**src/rtl/key_led_ctrl.sv**
```systemverilog
// rtl/key_led_ctrl.sv - key debounce, value/mode control and LED display driver
// Optional: define LED_ACTIVE_LOW_EN to drive led_out active-low.
module key_led_ctrl #(
  parameter int KEY_NUM  = 3,
  parameter int LED_W    = 4,
  parameter int CNT_NUM  = 1000000,
  parameter int FLOW_NUM = 25000000
) (
  input  logic               clk,
  input  logic               rst_n,
  input  logic [KEY_NUM-1:0] key_in,
  output logic [KEY_NUM-1:0] key_flag,
  output logic [LED_W-1:0]   sum,
  output logic [1:0]         mode,
  output logic [LED_W-1:0]   led_out
);

  localparam int CW = $clog2(CNT_NUM);
  localparam int TW = $clog2(FLOW_NUM);
  localparam logic [CW-1:0]    CNT_MAX = CW'(CNT_NUM - 1);
  localparam logic [TW-1:0]    TMR_MAX = TW'(FLOW_NUM - 1);
  localparam logic [LED_W-1:0] LED_MOD = LED_W'(LED_W);
  localparam logic [LED_W-1:0] LED_ONE = LED_W'(1);

  typedef enum logic [1:0] {
    M_BIN    = 2'd0,
    M_ONEHOT = 2'd1,
    M_FLOW   = 2'd2,
    M_BLINK  = 2'd3
  } mode_t;

  logic [KEY_NUM-1:0] r_sync1, r_sync2, r_stable, r_stable_d, r_flag;
  logic [CW-1:0]      r_cnt [KEY_NUM];

  mode_t              r_mode;
  logic [LED_W-1:0]   r_sum, r_pat, r_led;
  logic [TW-1:0]      r_tmr;
  logic               r_phase;

  logic               w_inc, w_dec, w_tick, w_enter;
  mode_t              w_mode_nxt;
  logic [LED_W-1:0]   w_idx, w_disp;

  // Press flag is taken from a delayed copy of the stable state, giving the
  // CNT_NUM+2 edge latency from first sample to flag.
  always_ff @(posedge clk or negedge rst_n) begin
    if (!rst_n) begin
      r_sync1    <= '1;
      r_sync2    <= '1;
      r_stable   <= '1;
      r_stable_d <= '1;
      r_flag     <= '0;
      for (int i = 0; i < KEY_NUM; i++) r_cnt[i] <= '0;
    end else begin
      r_sync1    <= key_in;
      r_sync2    <= r_sync1;
      r_stable_d <= r_stable;
      r_flag     <= r_stable_d & ~r_stable;
      for (int i = 0; i < KEY_NUM; i++) begin
        if (r_sync2[i] == r_stable[i]) begin
          r_cnt[i] <= '0;
        end else if (r_cnt[i] == CNT_MAX) begin
          r_stable[i] <= r_sync2[i];
          r_cnt[i]    <= '0;
        end else begin
          r_cnt[i] <= r_cnt[i] + CW'(1);
        end
      end
    end
  end

  always_comb begin
    w_inc      = r_flag[0] & ~r_flag[1];
    w_dec      = r_flag[1] & ~r_flag[0];
    w_mode_nxt = r_flag[2] ? mode_t'(r_mode + 2'd1) : r_mode;
    w_enter    = r_flag[2] && (w_mode_nxt == M_FLOW || w_mode_nxt == M_BLINK);
    w_tick     = (r_mode == M_FLOW || r_mode == M_BLINK) && (r_tmr == TMR_MAX);
    w_idx      = r_sum % LED_MOD;
    case (r_mode)
      M_BIN:    w_disp = r_sum;
      M_ONEHOT: w_disp = LED_ONE << w_idx;
      M_FLOW:   w_disp = r_pat;
      M_BLINK:  w_disp = {LED_W{r_phase}};
      default:  w_disp = '0;
    endcase
  end

  always_ff @(posedge clk or negedge rst_n) begin
    if (!rst_n) begin
      r_sum   <= '0;
      r_mode  <= M_BIN;
      r_pat   <= LED_ONE;
      r_tmr   <= '0;
      r_phase <= 1'b0;
      r_led   <= '0;
    end else begin
      if (w_inc)      r_sum <= r_sum + LED_ONE;
      else if (w_dec) r_sum <= r_sum - LED_ONE;
      r_mode <= w_mode_nxt;
      r_led  <= w_disp;
      if (w_enter) begin
        r_tmr   <= '0;
        r_pat   <= LED_ONE;
        r_phase <= 1'b0;
      end else if (r_mode == M_FLOW || r_mode == M_BLINK) begin
        r_tmr <= w_tick ? '0 : r_tmr + TW'(1);
        if (w_tick && r_mode == M_FLOW)  r_pat   <= {r_pat[LED_W-2:0], r_pat[LED_W-1]};
        if (w_tick && r_mode == M_BLINK) r_phase <= ~r_phase;
      end else begin
        r_tmr <= '0;
      end
    end
  end

  assign key_flag = r_flag;
  assign sum      = r_sum;
  assign mode     = r_mode;
`ifdef LED_ACTIVE_LOW_EN
  assign led_out  = ~r_led;
`else
  assign led_out  = r_led;
`endif

endmodule
```
**config.mk**
```make
export PLATFORM = sky130hd
export DESIGN_NAME = key_led_ctrl
export DESIGN_NICKNAME = d
export VERILOG_FILES = /design/src/rtl/key_led_ctrl.sv
export SDC_FILE = /design/constraint.sdc
export NUM_CORES = 1
export LEC_CHECK = 0
export CAP_MARGIN = 20
export CORE_AREA = 3 3 125 97
export DETAILED_ROUTE_END_ITERATION = 10
export DIE_AREA = 0 0 128 100
export PLACE_DENSITY = 0.65
export SYNTH_ARGS = -nofsm -noshare
export SYNTH_HDL_FRONTEND = slang
export SYNTH_SLANG_ARGS = --single-unit
export TNS_END_PERCENT = 50
```
**constraint.sdc**
```tcl
create_clock -name clk -period 5.8 [get_ports clk]
set_input_delay 1.16 -clock clk [delete_from_list [all_inputs] [get_ports clk]]
set_output_delay 1.16 -clock clk [all_outputs]
set_load 0.005 [all_outputs]
```
-- Yosys cells after proc, flatten, opt, wreduce, memory -nomap -nowiden
Cells that the tools add are included.
- multiplexer cells: 19
- bitwise logic cells: 10
- add/sub/neg operators: 7
- reductions and logical operators: 16
- shift-type cells: 1
- eq/ne operators: 12
- operators with widths (kind ; number):
    20-bit 2-to-1 mux ; 6
    25-bit 2-to-1 mux ; 3
    20-bit by 1-bit adder with 20-bit output (second input constant) ; 3
    20-bit equality test (second input constant) ; 3
    25-bit by 1-bit adder with 25-bit output (second input constant) ; 1
    25-bit equality test (second input constant) ; 1
    4-bit 2-to-1 mux ; 5
    4-bit case mux with 4 select lines ; 1
    2-bit AND reduction ; 5
    2-bit equality test (second input constant) ; 4
    2-bit nonzero test ; 4
    1-bit NOT ; 6
    4-bit by 1-bit adder with 4-bit output (second input constant) ; 1
    1-bit logical AND ; 4
    1-bit by 2-bit << shifter with 4-bit output (first input constant) ; 1
    4-bit by 1-bit subtractor with 4-bit output (second input constant) ; 1
    3-bit AND ; 1
    1-bit equality test ; 3
    1-bit 2-to-1 mux ; 3
    3-bit NOT ; 1
    2-bit by 1-bit adder with 2-bit output (second input constant) ; 1
    1-bit AND ; 2
    2-bit by 1-bit equality test with 1-bit output (second input constant) ; 1
    2-bit zero test ; 1
    2 further kinds ; 3
- word-level logic and storage cells: 81
- output and inout port bits: 13
- input bits: 5
- flip-flop bits (word level): 115

-- Logic depth before layout (Yosys ltp)
- depth after elaboration: 7
- mapped depth: 8
- gate-level depth less buffers: 8

-- Worst setup path before layout
Ideal clock, no wire load.
- kind: register to register
- start point: register r_cnt[55] (netlist bit)
- end point: register r_stable[0]
- stages on the path, launching flop included: 5
- setup slack: 3754 ps
- arrival: 1964 ps
- data required time: 5718 ps
- path buffers: 0
- path through: dfrtp_1 > or4b_2 > or4_1 > nor2_1 > mux2_2
- word-level cells in the longest chain between the ends: 2
- ends and longest elaborated chain (what ; line ; source):
    start, declared ; 33 ; logic [CW-1:0] r_cnt [KEY_NUM];
    start signal, assigned by index ; 66 ; r_cnt[i] <= r_cnt[i] + CW'(1);
    20-bit equality test ; 62 ; end else if (r_cnt[i] == CNT_MAX) begin
    2-bit AND reduction (no source line) ; - ;
    end signal, assigned by index ; 63 ; r_stable[i] <= r_sync2[i];
    end, declared ; 32 ; logic [KEY_NUM-1:0] r_sync1, r_sync2, r_stable, r_stable_d, r_flag;
Every way passes these cells.
A chain may end at the register's enable or synchronous reset.

-- Worst setup path in the final report
- start point: register r_sum[0] (netlist: sum[0])
- end point: output sum[0]
- RTL lines (what ; line ; source):
    start, declared ; 36 ; logic [LED_W-1:0] r_sum, r_pat, r_led;
    start signal, assigned ; 97 ; if (w_inc) r_sum <= r_sum + LED_ONE;
    start signal, assigned ; 98 ; else if (w_dec) r_sum <= r_sum - LED_ONE;
    end, declared ; 13 ; output logic [LED_W-1:0] sum,
No word-level cell between the ends.

==> results.yml <==
outcome:
  status: "finished clean"
power:
  power-per-cell-area_mw_per_mm2: 300
  max-vdd-ir-drop_uv: 209
  p_leak_nw: 2.62
  p_total_mw: 1.94
place:
  placed_cells: 692
  dp_hpwl_mm: 6.75
  gp_congestion: 0.808
  port_buffers: 17
timing:
  worst_slew_pin_slew_ns: 0.856
  relSlewSlack_pct: 43.0
  fin_setup_tns_ns: 0
  fmax_mhz: 382
  finalSetupViolCount: 0
  rsz0062_at_grt: "false"
  finClkSkew_ns: 0.00920
  slew_viol_final: 0
  timing.final.crit_share_pct: 45.1
  hold_ws_ns: 0.353
  layout_min_cycle_time_ns: 2.62
  hold_viol: 0
grt:
  top_usage_layer: "met2"
  grt_pass1_wl_mm: 18.9
  use_met1_pct: 26.3
  grt_max_degree: 69
  grt_usage_pct: 18.3
  grt.overflow.total: 0
  grt_use_met2_pct: 26.6
  met3_usage_pct: 4.31
  grt_pass1_vias: 4003
  antenna_found_initial: 0
critical_path:
  cp.required_ns: 4.64
  start_kind: "flop"
  critPathCaptureType: "output port"
  crit_buf_inv: 1
  critPathKind: "reg -> out"
  crit_chain: "clkdlybuf4s50_1"
  path_max_fanout: 7
  crit_arrival_ns: 1.46
  crit_family: "buffers and inverters"
  crit_path_top_delay_cell: "clkdlybuf4s50_1"
  cpPeakStageDelay_ns: 0.56
run:
  max_cap_violations: 0
logic_synthesis:
  synth_top_area_cell: "dfrtp_1"
  synth_area_leaders: "dfrtp_1, dfstp_2, xnor2_1"
  yosysUniqueCellTypes: 43
  synth-seq-area-share_pct: 52.3
  ys_ff_latch: 115
  synth.top_cell.area_share_pct: 46.2
  synth_warnings: 0
  synth_area_per_cell_um2: 10.1
  syn_area_mm2: 0.00553
  syn_inst: 545
  syn-num-nets: 562
cts:
  path_clk_slew_ns: 0.05
  cts_tree: "yes"
  cts_buffer_depth: 2
  ctsHoldBuffers: 0
  postCtsSetupRepairBufs: 0
  cts_max_level: 4
  postCtsResizedCells: 0
  cts_buffers: 17
  clkLatencyLatePin_ns: 0.41
  numClockSinks: 115
  clockRootBuffer: "clkbuf_16"
hold_path:
  hold_class: "reg -> reg"
layout:
  fillCellCount: 910
  multi_input_area_mm2: 0.00249
  diodes: 0
  syn2layout_area_growth_pct: 16.9
  final_cells: 724
  ff_latch_area_mm2: 0.00289
  nNetsFinal: 588
  drive_gt1_share_pct: 10.3
floorplanning:
  core_mm2: 0.0109
  start_util_pct: 50.7
  ios: 18
  die_x_um: 128
  rows: 33
  dieArea_mm2: 0.0128
  die_y_um: 100
routing:
  viasPerCell: 5.56
  drt_pass1_iterations: 4
  wl_per_cell_um: 14.3
  drt_iter0_markers: 296
  wirelength_mm: 10.4
  drc: 0
  via_count: 4027
  ant_nets: 0
-- cell usage after synthesis --
library cell  instances
dfstp_2              13
mux2_2                4
a41o_1                1
nand4_1              15
buf_2                 5
o21ai_1               2
buf_4                 2
o21ai_0              18
or4_4                 1
and2_1                6
a21oi_1              29
nor2_1               67
mux2i_1               4
o211ai_1              1
or4bb_1               3
nand2b_1              1
nor4_1                8
dfrtp_1             102
xor2_1               24
nor4_2                1
nand3_1              33
or4b_2                2
o31ai_1              11
fa_1                  1
clkbuf_1              7
nand4bb_1             1
xnor2_1              35
nand2_1              33
a2111oi_0             4
or3_1                17
a21o_1                2
and3_1               12
a31oi_1               1
inv_1                23
nand4_4               1
or4_1                18
a21oi_2               1
or2_2                 1
nor3_1               12
and4_1                6
ha_1                 11
nor4b_1               1
nor2b_1               5
-- cell type report --
| class | count | area share [%] |
|---|---|---|
| Timing Repair Buffer | 21 | 3.06 |
| Clock buffer | 24 | 7.76 |
| Clock inverter | 8 | 1.90 |
| Inverter | 23 | 1.34 |
| Tap cell | 140 | 2.71 |
| Multi-Input combinational cell | 393 | 38.5 |
| Sequential cell | 115 | 44.8 |
-- final timing paths --
path                                       from              endpoint  slack, ns  cells after the start
setup / recovery             sum[0]$_DFFE_PN0P_                sum[0]       3.18                      1
hold / removal             r_sync1[2]$_DFF_PN1_  r_sync2[2]$_DFF_PN1_       0.35                      0
setup reg to reg            r_cnt[35]$_DFF_PN0_   r_cnt[37]$_DFF_PN0_       3.33                      5
hold reg to reg            r_sync1[2]$_DFF_PN1_  r_sync2[2]$_DFF_PN1_       0.35                      0
max in group asynchronous                 rst_n   r_cnt[55]$_DFF_PN0_       3.82                      2
min in group asynchronous                 rst_n   r_tmr[19]$_DFF_PN0_       0.84                      1
-- per-layer routing --
layer,up-vias,part of all wire [%]
li1,1992,-
met1,1967,52
met2,51,43
met3,17,3.3
met4,0,1.8
met5,-,0
-- cell usage in the layout (no fill, tap or decap), types with 12 or more instances in the layout --
master / count
a21oi_1: 29
and3_1: 12
clkbuf_16: 17
clkdlybuf4s50_1: 16
dfrtp_1: 102
dfstp_2: 13
inv_1: 23
nand2_1: 33
nand3_1: 33
nand4_1: 15
nor2_1: 67
nor3_1: 12
o21ai_0: 18
or3_1: 17
or4_1: 18
xnor2_1: 35
xor2_1: 24
-- power breakdown --
group	total [mW]	internal, mW	switching, mW
registers	0.820	0.813	0.00747
logic	0.0376	0.00979	0.0278
clock network	1.08	0.731	0.352
total	1.94	1.55	0.387
-- metrics by stage --
stage	setup slack, ns	cell area (µm²)	util [%]
2_1_floorplan	3.75	5530	-
3_3_place_gp	3.30	5840	53.6
3_5_place_dp	3.29	5840	53.6
4_1_cts	3.15	6470	59.3
5_1_grt	3.11	6470	59.3
6_report	3.18	6470	59.3
-- kinds of logic after synthesis --
| logic type | count (synthesis) | share of synthesized area, % |
|---|---|---|
| xor gates and xnor gates | 59 | 9.34 |
| muxes | 8 | 1.54 |
| buffers and inverters | 37 | 2.76 |
| DFF | 115 | 52.3 |
| adders and majority gates | 12 | 2.85 |
| AOI/OAI and AO/OA | 70 | 7.42 |
| and+or+nand+nor | 244 | 23.8 |
-- registers in the layout, summed over array words and instances, names as in the netlist --
name,cells
sum,4
led_out,4
r_phase,1
r_cnt,60
r_sync1,3
r_tmr,25
r_pat,4
r_stable,3
r_sync2,3
mode,2
r_stable_d,3
key_flag,3
Power figures use the tool's default switching activity.
